==> src/rtl/alu_share_arbiter.sv <==
// Shares one combinational ALU among NUM_REQ requesters: round-robin grant with a
// bounded lock for back-to-back sequences, and a single registered response stage.
module alu_share_arbiter #(
   parameter int NUM_REQ  = 4,
   parameter int DATA_W   = 8,
   parameter int SEL_W    = 4,
   parameter int MAX_LOCK = 4,
   parameter int ID_W     = $clog2(NUM_REQ)
) (
   input  logic                        clk,
   input  logic                        rst_n,
   input  logic [NUM_REQ-1:0]          req_valid,
   output logic [NUM_REQ-1:0]          req_ready,
   input  logic [NUM_REQ-1:0]          req_lock,
   input  logic [NUM_REQ*SEL_W-1:0]    req_sel,
   input  logic [NUM_REQ*DATA_W-1:0]   req_a,
   input  logic [NUM_REQ*DATA_W-1:0]   req_b,
   output logic [DATA_W-1:0]           alu_in0,
   output logic [DATA_W-1:0]           alu_in1,
   output logic [SEL_W-1:0]            alu_select,
   input  logic [DATA_W-1:0]           alu_result,
   input  logic                        alu_carry,
   input  logic                        alu_compare,
   output logic                        rsp_valid,
   input  logic                        rsp_ready,
   output logic [ID_W-1:0]             rsp_id,
   output logic [DATA_W-1:0]           rsp_data,
   output logic                        rsp_carry,
   output logic                        rsp_compare
);

   localparam int RUN_W = $clog2(MAX_LOCK + 1);
   localparam logic [SEL_W-1:0] SEL_IDLE = SEL_W'(13);

   typedef enum logic {ARB, LOCKED} state_t;

   state_t            state_q;
   logic [ID_W-1:0]   rr_ptr_q;
   logic [ID_W-1:0]   own_q;
   logic [RUN_W-1:0]  run_q;

   logic              can_issue;
   logic              arb_mode;
   logic              grant_vld;
   logic [ID_W-1:0]   grant_id;
   logic [ID_W-1:0]   next_ptr;
   logic [RUN_W-1:0]  run_cnt;
   logic              keep_lock;

   assign can_issue = rst_n && (!rsp_valid || rsp_ready);

   // An idle, unlocked owner releases the lock in the same cycle.
   assign arb_mode = (state_q == ARB) || (!req_valid[own_q] && !req_lock[own_q]);

   always_comb begin : grant_select
      int idx;
      // NOTE: every combinational output gets a default first, so no path leaves
      // it unassigned and no latch is inferred.
      grant_vld = 1'b0;
      grant_id  = '0;
      idx       = 0;
      if (can_issue) begin
         if (!arb_mode) begin
            grant_vld = req_valid[own_q];
            grant_id  = own_q;
         end else begin
            for (int i = 0; i < NUM_REQ; i++) begin
               idx = (int'(rr_ptr_q) + i) % NUM_REQ;
               if (!grant_vld && req_valid[idx]) begin
                  grant_vld = 1'b1;
                  grant_id  = ID_W'(idx);
               end
            end
         end
      end
   end

   always_comb begin
      req_ready = '0;
      if (grant_vld) req_ready[grant_id] = 1'b1;
   end

   assign alu_in0    = grant_vld ? req_a[grant_id*DATA_W +: DATA_W]  : '0;
   assign alu_in1    = grant_vld ? req_b[grant_id*DATA_W +: DATA_W]  : '0;
   assign alu_select = grant_vld ? req_sel[grant_id*SEL_W +: SEL_W] : SEL_IDLE;

   assign run_cnt   = (state_q == LOCKED && grant_id == own_q) ? run_q + 1'b1 : RUN_W'(1);
   assign keep_lock = req_lock[grant_id] && (run_cnt < RUN_W'(MAX_LOCK));
   assign next_ptr  = (grant_id == ID_W'(NUM_REQ - 1)) ? '0 : grant_id + 1'b1;

   // NOTE: sequential state uses non-blocking assignments only, so every register
   // samples pre-edge values regardless of statement order.
   always_ff @(posedge clk or negedge rst_n) begin
      if (!rst_n) begin
         state_q     <= ARB;
         rr_ptr_q    <= '0;
         own_q       <= '0;
         run_q       <= '0;
         rsp_valid   <= 1'b0;
         rsp_id      <= '0;
         rsp_data    <= '0;
         rsp_carry   <= 1'b0;
         rsp_compare <= 1'b0;
      end else begin
         if (grant_vld) begin
            rsp_valid   <= 1'b1;
            rsp_id      <= grant_id;
            rsp_data    <= alu_result;
            rsp_carry   <= alu_carry;
            rsp_compare <= alu_compare;
            if (keep_lock) begin
               state_q <= LOCKED;
               own_q   <= grant_id;
               run_q   <= run_cnt;
            end else begin
               state_q  <= ARB;
               run_q    <= '0;
               rr_ptr_q <= next_ptr;
            end
         end else begin
            if (rsp_ready) rsp_valid <= 1'b0;
            if (state_q == LOCKED && arb_mode) begin
               state_q <= ARB;
               run_q   <= '0;
            end
         end
      end
   end

endmodule

==> config.mk <==
export PLATFORM = sky130hd
export DESIGN_NAME = alu_share_arbiter
export DESIGN_NICKNAME = d
export VERILOG_FILES = /design/src/rtl/alu_share_arbiter.sv
export SDC_FILE = /design/constraint.sdc
export NUM_CORES = 1
export LEC_CHECK = 0
export ABC_AREA = 0
export CELL_PAD_IN_SITES_DETAIL_PLACEMENT = 1
export CELL_PAD_IN_SITES_GLOBAL_PLACEMENT = 1
export CORE_MARGIN = 1.5
export CORE_UTILIZATION = 21
export DETAILED_ROUTE_END_ITERATION = 16
export PLACE_DENSITY_LB_ADDON = 0.15
export REMOVE_ABC_BUFFERS = 1
export SKIP_CTS_REPAIR_TIMING = 1
export SLEW_MARGIN = 20
export SYNTH_ARGS = -nofsm -noshare
export SYNTH_HDL_FRONTEND = slang
export SYNTH_SLANG_ARGS = --single-unit
==> constraint.sdc <==
create_clock -name clk -period 3.95 [get_ports clk]
set_input_delay 1.185 -clock clk [delete_from_list [all_inputs] [get_ports clk]]
set_output_delay 1.185 -clock clk [all_outputs]
set_load 0.1 [all_outputs]
==> metrics.log <==
INFO  metric outcome = finished with violations
INFO  metric failed_checks = negative setup slack
INFO  metric fmax = 215 MHz
INFO  metric dieWidth = 101 µm
INFO  metric finish.utilization = 0.510
INFO  metric setup.worst_path.end_class = primary output
INFO  metric grt_first_pass_wirelength = 14.5 mm
INFO  metric drt-total-wl = 10.5 mm
INFO  metric gp_congestion = 0.823
INFO  metric drive_above_1_share = 0.357
INFO  metric crit_path_top_delay_cell = sky130_fd_sc_hd__mux4_2
INFO  metric hold-path-cell-count = 2
INFO  metric cts-root-to-sink-buffers = 2
INFO  metric vdd_ir_drop_max = 340 µV
INFO  metric first_global_vias = 2941
INFO  metric path_cells = buf_6, mux4_2, o2111a_1, a31o_4, buf_12, clkinv_8, buf_12, buf_8, nand2_2, and3_4, a311oi_2, buf_4, buf_12
INFO  metric detailed_place_hpwl = 7.57 mm
INFO  metric coreArea = 9240 µm²
INFO  metric placedCellCount = 592
INFO  metric finalMaxSlewViolations = 0
INFO  metric arrival_time_reported_for_the_critical_path_endpoint = 3470 ps
INFO  metric placed_area = 4200 µm²
INFO  metric rows = 35
INFO  metric worst-slew-pin-transition = 982 ps
INFO  metric synth_edf_count = 0
INFO  metric storage_cell_area = 526 µm²
INFO  metric clock_tree_from_tritoncts = done
INFO  metric route.detailed.drc = 0
INFO  metric full_die_area = 10200 µm²
INFO  metric antenna_violating_nets_left = 0
INFO  metric floorplan.io_pins = 138
INFO  metric nNetsFinal = 594
INFO  metric leakage = 2.10 nW
INFO  metric timing.critical_path.mode_cell = sky130_fd_sc_hd__buf_12
INFO  metric multiInputGateArea = 1580 µm²
INFO  metric cp-start-kind = input pin
INFO  metric synth_sequential_area_ratio = 0.262
INFO  metric fin_crit_sh = 1.18
INFO  metric worstPathMaxFanout = 6
INFO  metric fin_crit = 4660 ps
INFO  metric synth.avg_cell_area = 7.00 µm²
INFO  metric powerDensity = 638 nW/µm²
INFO  metric number_of_clock_sinks = 21
INFO  metric synth-async-reset-ratio = 1.00
INFO  metric reg2reg_to = rr_ptr_q[0]$_DFFE_PN0P_
INFO  metric detail_route.iter0.violations = 81
INFO  metric timing.setup.tns = -14010 ps
INFO  metric timing.hold.worst.start = rsp_data[6]$_DFFE_PN0P_
INFO  metric r2r_setup_slack = 890 ps
INFO  metric fin_skew = 13.3 ps
INFO  metric route.detailed.wl_per_inst = 17.0 µm
INFO  metric clock_tree_root_buffer_cell = sky130_fd_sc_hd__clkbuf_8
INFO  metric ys.warnings.count = 0
INFO  metric finalHoldViolations = 0
INFO  metric globalRouteTotalUtil = 0.180
INFO  metric syn_inst = 287
INFO  metric worst_skew_late_latency = 260 ps
INFO  metric htreeDepth = 1
INFO  metric slew_headroom = 0.343
INFO  metric preCtsSetupSlack = -1130 ps
INFO  metric initial_core_util = 0.217
INFO  metric netlist_area = 2010 µm²
INFO  metric max_incr_delay_on_cp = 480 ps
INFO  metric number_of_iterations_in_the_first_detailed_routing_pass = 4
INFO  metric detailed_route_vias_per_instance = 4.74
INFO  metric postSynthRegisterBits = 21
INFO  metric worstSetupPathType = input pin to primary output
INFO  metric die_height = 101 µm
INFO  metric finalInstanceArea = 4710 µm²
INFO  metric detailroute.via_count = 2919
INFO  metric layoutNonFillerInstCount = 616
INFO  metric numPortBuffers = 137
INFO  metric setup_slack = -710 ps
INFO  metric worstRegToRegCells = 10
INFO  metric required = 2760 ps
INFO  metric areaGrowthSynthToFinish = 135%
INFO  metric grt_setup_unrepaired = true
INFO  metric cap_viol_max_count = 0
INFO  metric worst_r2r_startpoint = own_q[0]$_DFFE_PN0P_
INFO  metric tritoncts.num_buffers = 3
INFO  metric clkTransAtPathRegs = 70 ps
INFO  metric antenna_found_initial = 0
INFO  metric grt_remaining_overflow = 0
INFO  metric setup_viol = 24
INFO  metric antenna_cells_inserted = 0
INFO  metric fill_cells = 1074
INFO  metric dominant_synthesized_flop_cell = sky130_fd_sc_hd__dfrtp_1
INFO  metric hp-class = flip-flop to flip-flop
INFO  metric whs_endpoint = rsp_data[6]$_DFFE_PN0P_
INFO  metric grt_start_max_net_pins = 31
INFO  metric number_of_distinct_library_cells_after_synthesis = 47
[kinds of logic (layout without fill, tap and decap cells)]
logic type                 count (synthesis)  in the layout  share of synthesized area
xor gates and xnor gates                   1              1                    0.00436
AOI/OAI and AO/OA                         51             51                      0.204
muxes                                      8              8                     0.0554
buffers and inverters                     25            225                     0.0616
and+or+nand+nor                          176            176                      0.382
DFF                                       21             21                      0.262
adders and majority gates                  5              5                     0.0311
[state kept, by name, indices dropped and copies added, names as in the netlist]
signal,cells
rsp_carry,1
rsp_data,8
rsp_compare,1
rsp_valid,1
own_q,2
rr_ptr_q,2
state_q,1
run_q,3
rsp_id,2
[where the power goes]
group          switching [mW]  total (mW)  internal [mW]
Clock                  0.0716       0.142         0.0702
Combinational            1.51        2.51           1.00
Sequential             0.0594       0.355          0.296
Total                    1.64        3.01           1.37
[Yosys cell counts, drive strengths merged (3+ instances only)]
library cell | instances | area share
nor2 | 3 | 0.0056
buf | 5 | 0.022
clkbuf | 17 | 0.032
and2 | 7 | 0.022
nand2b | 5 | 0.016
inv | 3 | 0.0081
a211oi | 3 | 0.014
a311oi | 18 | 0.078
nand3 | 4 | 0.010
and3 | 17 | 0.053
o21ai | 10 | 0.027
ha | 5 | 0.031
mux2 | 5 | 0.028
dfrtp | 21 | 0.26
a21oi | 3 | 0.0075
nand2 | 132 | 0.25
[per-stage QoR]
| step | hold WS (ps) | total power [mW] |
|---|---|---|
| finish | 475 | 3.01 |
| global route | 505 | 3.16 |
| CTS | 481 | 2.75 |
| detailed placement | 463 | 2.60 |
| global placement | 459 | 2.56 |
| floorplan | 470 | 1.66 |
[layer usage]
metal  wire [µm]  vias to the layer above  track usage
met4         218                        0       0.0358
li1            -                     1398            -
met5           0                        -            0
met2        5500                       84        0.334
met1        4320                     1419        0.218
met3         436                       18       0.0291
[worst max-delay path: cells and delay by family]
| family | cells | cell delay, ps |
|---|---|---|
| muxes | 1 | 480 |
| buffers and inverters | 7 | 840 |
| and+or+nand+nor | 2 | 200 |
| AOI/OAI and AO/OA | 3 | 750 |
[worst max-delay path by stage]
stage,to,slack (ps),cells after the start,from
after floorplan,alu_in0[0],-2730,7,req_valid[3]
after detailed placement,alu_in1[4],-1130,12,req_valid[3]
after global routing,alu_in0[1],-760,13,req_lock[3]
after CTS,alu_in1[4],-1150,12,req_valid[3]
after global placement,alu_in1[3],-1060,12,req_valid[2]
final,alu_in0[5],-710,13,req_lock[3]
[cell usage in the layout (no fill, tap or decap), types with 3 or more instances in the layout]
| cell | synthesis | routed |
|---|---|---|
| sky130_fd_sc_hd__a311oi_2 | 0 | 17 |
| sky130_fd_sc_hd__o21ai_0 | 3 | 3 |
| sky130_fd_sc_hd__and3_4 | 0 | 9 |
| sky130_fd_sc_hd__clkbuf_8 | 0 | 3 |
| sky130_fd_sc_hd__clkdlybuf4s50_1 | 0 | 102 |
| sky130_fd_sc_hd__buf_4 | 0 | 68 |
| sky130_fd_sc_hd__nand2_2 | 1 | 12 |
| sky130_fd_sc_hd__mux2_1 | 5 | 5 |
| sky130_fd_sc_hd__dfrtp_1 | 21 | 21 |
| sky130_fd_sc_hd__clkbuf_16 | 0 | 5 |
| sky130_fd_sc_hd__buf_6 | 3 | 3 |
| sky130_fd_sc_hd__and3_1 | 17 | 8 |
| sky130_fd_sc_hd__a21oi_1 | 3 | 3 |
| sky130_fd_sc_hd__o21ai_1 | 6 | 6 |
| sky130_fd_sc_hd__nand2b_1 | 5 | 3 |
| sky130_fd_sc_hd__and2_1 | 7 | 5 |
| sky130_fd_sc_hd__nor2_1 | 3 | 3 |
| sky130_fd_sc_hd__nand3_1 | 4 | 4 |
| sky130_fd_sc_hd__nand2_1 | 131 | 120 |
| sky130_fd_sc_hd__ha_1 | 5 | 5 |
| sky130_fd_sc_hd__clkbuf_2 | 0 | 7 |
| sky130_fd_sc_hd__buf_12 | 0 | 31 |
[cell type report]
type                    instances  share of cell area
clock buffers                   3             0.00876
well taps                     129              0.0342
flip-flops and latches         21               0.111
clock inverters                 1             0.00106
multi-input cells             241               0.335
repair buffers                218               0.504
inverters                       3             0.00557
(Power assumes the default switching activity.)
==> RTL change 1: new RTL, config.mk and constraints unchanged <==
The parameter `NUM_REQ` goes from 4 to 2.
--- a/src/rtl/alu_share_arbiter.sv
+++ b/src/rtl/alu_share_arbiter.sv
@@ -1,7 +1,7 @@
 // Shares one combinational ALU among NUM_REQ requesters: round-robin grant with a
 // bounded lock for back-to-back sequences, and a single registered response stage.
 module alu_share_arbiter #(
-   parameter int NUM_REQ  = 4,
+   parameter int NUM_REQ  = 2,
    parameter int DATA_W   = 8,
    parameter int SEL_W    = 4,
    parameter int MAX_LOCK = 4,
Interface: changed (7 resized); port bits go from 138 to 91. No check against the original RTL was run, so the function may have changed too.
==> RTL change 1 against the unedited design <==
  * Sequential cell count fell by 3
  * Combinational power fell by 57%
  * First-iteration DRC count is 38% lower
  * Routed wire length down 44%
  * Power shrank 50%
  * Final area shrank 37%
  * Area after synthesis is 37% lower
  * Worst setup slack improved by 0.78 ns
==> RTL change 1: results (changes against the unedited design) <==
Parameter                              Value

Status
  Outcome ... finished clean

Placement
  Placer's final routability congestion estimate ... 0.797 (-3.1%)

Pwr
  Worst vdd ir ... 0.000388 V (+14%)
  Static Leakage ... 1.29 nW (-39%)

Yosys
  Most numerous cell types in the synthesized netlist ... 18 x sky130_fd_sc_hd__dfrtp_1, 17 x sky130_fd_sc_hd__a22o_1, 11 x sky130_fd_sc_hd__inv_1
  Compound-Gate Fraction of Synth Area ... 29.4% (+9.0 points)
  Count of distinct cell types in the synthesized netlist ... 42 (-11%)
  Post-synthesis mux area share ... 9.70% (+4.2 points)
  Adder and majority cell fraction of the synthesized area ... 0.990% (-2.1 points)
  Post-Syn Area per Cell ... 9.80 µm² (+40%)
  Share of the synthesized netlist area taken by xor and xnor gates ... 0.693% (+0.26 points)

Setup path
  Cell at the slowest stage of the critical path ... sky130_fd_sc_hd__a211o_1
  Endpoint of the lowest-slack register-to-register path ... own_q
  Beginning of the worst register-to-register path ... own_q
  FF-to-FF path depth ... 5 (-5)
  Critical path arrival ... 2.70 ns (-0.77 ns)

Global route
  First-pass GRT wire length ... 7030 µm (-51%)
  Maximum number of pins on one net before global-route repair ... 23 (-26%)
  Total global routing track utilization ... 14.0% (-4.0 points)

Detailed routing
  Routed WL ... 5870 µm (-44%)
  Routed vias ... 1467 (-50%)

STA
  Setup skew after layout ... 0.00200 ns (-0.0113 ns)
  Slew of the pin with the lowest slew margin ... 0.990 ns (+0.00781 ns)

Hold path
  Worst hold stages ... 1 (-1)
  Worst hold start ... rsp_data[3]
RTL change 1: layout make-up:
| cell class | instances | area [µm²] |
|---|---|---|
| multi-input cells | 92 | 912 |
| repair buffers | 112 | 1410 |
| clock buffers | 3 | 41.3 |
| fillers | 617 | 2900 |
| flip-flops and latches | 18 | 450 |
| well taps | 75 | 93.8 |
| inverters | 11 | 41.3 |
RTL change 1: logic make-up (layout without fill, tap and decap cells):
logic type               count (synthesis)  after routing
AND/OR/NAND/NOR                         35             35
buffers and inverters                   19            126
flip-flops                              18             18
AO/OA/AOI/OAI                           44             44
XOR/XNOR                                 1              1
multiplexers                            11             11
adder cells (fa/ha/maj)                  1              1
RTL change 1: worst max path at each step:
stage            startpoint  cells past startpoint       endpoint
2_1_floorplan  req_valid[0]                      5  alu_select[0]
3_3_place_gp   req_valid[0]                      8  alu_select[3]
3_5_place_dp   req_valid[1]                      7     alu_in1[5]
4_1_cts        req_valid[1]                      7     alu_in1[6]
5_1_grt         req_lock[0]                      8     alu_in0[4]
6_report       req_valid[1]                      8     alu_in1[1]
RTL change 1: worst reg2reg max path: cells and delay by family, from the launching register on:
family	cells	cell delay [ns]
AOI/OAI and AO/OA	2	0.40
and+or+nand+nor	3	1.05
DFF	1	0.61
RTL change 1: layer usage:
layer  share of wire [%]  vias to the layer above  GRT usage (%)
li1                    -                      689              -
met1                  38                      724           16.5
met2                  57                       48           26.0
met3                 3.9                        6           2.50
met4                0.90                        0           3.45
met5                   0                        -              0
RTL change 1: through the flow:
step                      setup WS (ns)  util, %  setup TNS (ns)  power (mW)
after detailed placement         -0.288     43.3           -5.69        1.27
final                            0.0661     50.4               0        1.49
after CTS                        -0.302     44.1           -6.00        1.40
after global routing            0.00111     50.4               0        1.55
after global placement           -0.253     43.3           -4.94        1.25
after floorplan                   -1.33        -          -22.94       0.916
==> RTL change 2: new RTL, same settings <==
Made on the original files. Make the reset (`rst_n`) synchronous in one clocked block.
--- a/src/rtl/alu_share_arbiter.sv
+++ b/src/rtl/alu_share_arbiter.sv
@@ -90,7 +90,7 @@
 
    // NOTE: sequential state uses non-blocking assignments only, so every register
    // samples pre-edge values regardless of statement order.
-   always_ff @(posedge clk or negedge rst_n) begin
+   always_ff @(posedge clk) begin
       if (!rst_n) begin
          state_q     <= ARB;
          rr_ptr_q    <= '0;
Function: differs if rst_n is asserted again (counterexample within 4 cycles, from zero or initial values and one cycle with rst_n low); with rst_n held inactive, the same outputs for 4 cycles.
==> RTL change 2 against the unedited design <==
  * The run still ends with negative setup slack left
  * Sequential share of layout area shrank 1.9 points
  * Sequential cell count unchanged
  * Critical endpoint is now alu_in0[6]
  * Area after synthesis down 7.0%
  * Final area is 3.5% lower
  * Worst setup slack better by 0.11 ns
  * Non-clock buffer count is 14 lower
  * Largest cell class unchanged
  * Routed wire length is 10% lower
Power is not compared: it rests on default switching activity, and its combinational part moved more than twofold at a synthesized area within 25%.
==> RTL change 2: results (changes against the unedited design) <==
Parameter                              Value

Status
  Outcome ... complete, but fails checks
  Failing checks ... negative setup slack

Layout
  Layout cell share with drive strength beyond 1 ... 38.2% (+2.4 points)
  Final-stage net count ... 568 (-4.4%)
  Buffer count excluding the clock tree in the final layout ... 204 (-6.4%)
  Non-clock inverters ... 8 (+5)
  Signal buffers share of area ... 50.3% (-0.095 points)
  Register area ... 420 µm² (-20%)
  Comb_multi_in ... 224 (-7.1%)

Detailed routing
  Routed WL ... 9390 µm (-10%)
  Routed WL per cell ... 16.5 µm (-3.0%)
  Per-cell via count in the routed design ... 4.76 (+0.43%)

STA
  Setup Viol. Count Final ... 24 (unchanged)
  Setup skew after layout ... 0.00752 ns (-0.00577 ns)
  Post-route setup slack ... -0.600 ns (+0.109 ns)
  Accumulated negative setup slack ... -12.82 ns (+1.18 ns)

Yosys
  Most numerous cell types in the synthesized netlist ... 106 x sky130_fd_sc_hd__nand2_1, 21 x sky130_fd_sc_hd__dfxtp_1, 18 x sky130_fd_sc_hd__and3_1
  Share of flip-flops with an asynchronous set or reset ... 0% (-100 points)
  Share of the yosys chip area belonging to registers ... 22.5% (-3.6 points)

Global route
  Met1 global-route usage ... 19.5% (-2.3 points)

Setup path
  Crit-path max cell delay ... 0.52 ns (+0.04 ns)
  Maximum fanout along the worst path ... 9 (+3)

Placement
  Worst setup timing slack at the placement stage ... -1.03 ns (+0.100 ns)
  Placer's final routability congestion estimate ... 0.791 (-3.9%)
  Detailed placer's ending HPWL ... 6690 µm (-12%)
  Cells after DPL ... 549 (-7.3%)
[RTL change 2: cell families after synthesis]
group	Yosys count	synth area share (%)
simple gates	159	38.1
flops	21	22.5
fa+ha+maj	5	3.35
compound gates	43	19.3
mux	16	10.2
buf+inv	25	6.09
xor+xnor	1	0.469
[RTL change 2: worst min-delay path by stage]
stage | startpoint | end | slack (ns) | depth (start not counted)
5_1_grt | rsp_data[1] | rsp_data[1] | 0.49 | 2
2_1_floorplan | run_q[2] | run_q[2] | 0.45 | 1
3_3_place_gp | rsp_data[5] | rsp_data[5] | 0.44 | 2
6_report | rsp_data[5] | rsp_data[5] | 0.46 | 2
4_1_cts | rsp_data[1] | rsp_data[1] | 0.46 | 2
3_5_place_dp | rsp_data[1] | rsp_data[1] | 0.45 | 2
[RTL change 2: per-stage QoR]
step,utilization [%],total power [mW]
5_1_grt,52.4,1.39
6_report,52.4,1.32
2_1_floorplan,-,0.696
4_1_cts,46.3,1.23
3_5_place_dp,45.8,1.09
3_3_place_gp,45.8,1.08
[RTL change 2: power by group]
group	internal (mW)	switching (mW)	total [mW]	leakage, nW
Sequential	0.233	0.0193	0.253	0.173
Combinational	0.405	0.525	0.930	1.79
Clock	0.0702	0.0702	0.140	0.0255
Total	0.709	0.615	1.32	1.99
[RTL change 2: metal layers]
| metal | vias up | wire length [µm] |
|---|---|---|
| li1 | 1324 | - |
| met1 | 1287 | 3670 |
| met2 | 95 | 4940 |
| met3 | 2 | 730 |
| met4 | 0 | 46 |
| met5 | - | 0 |
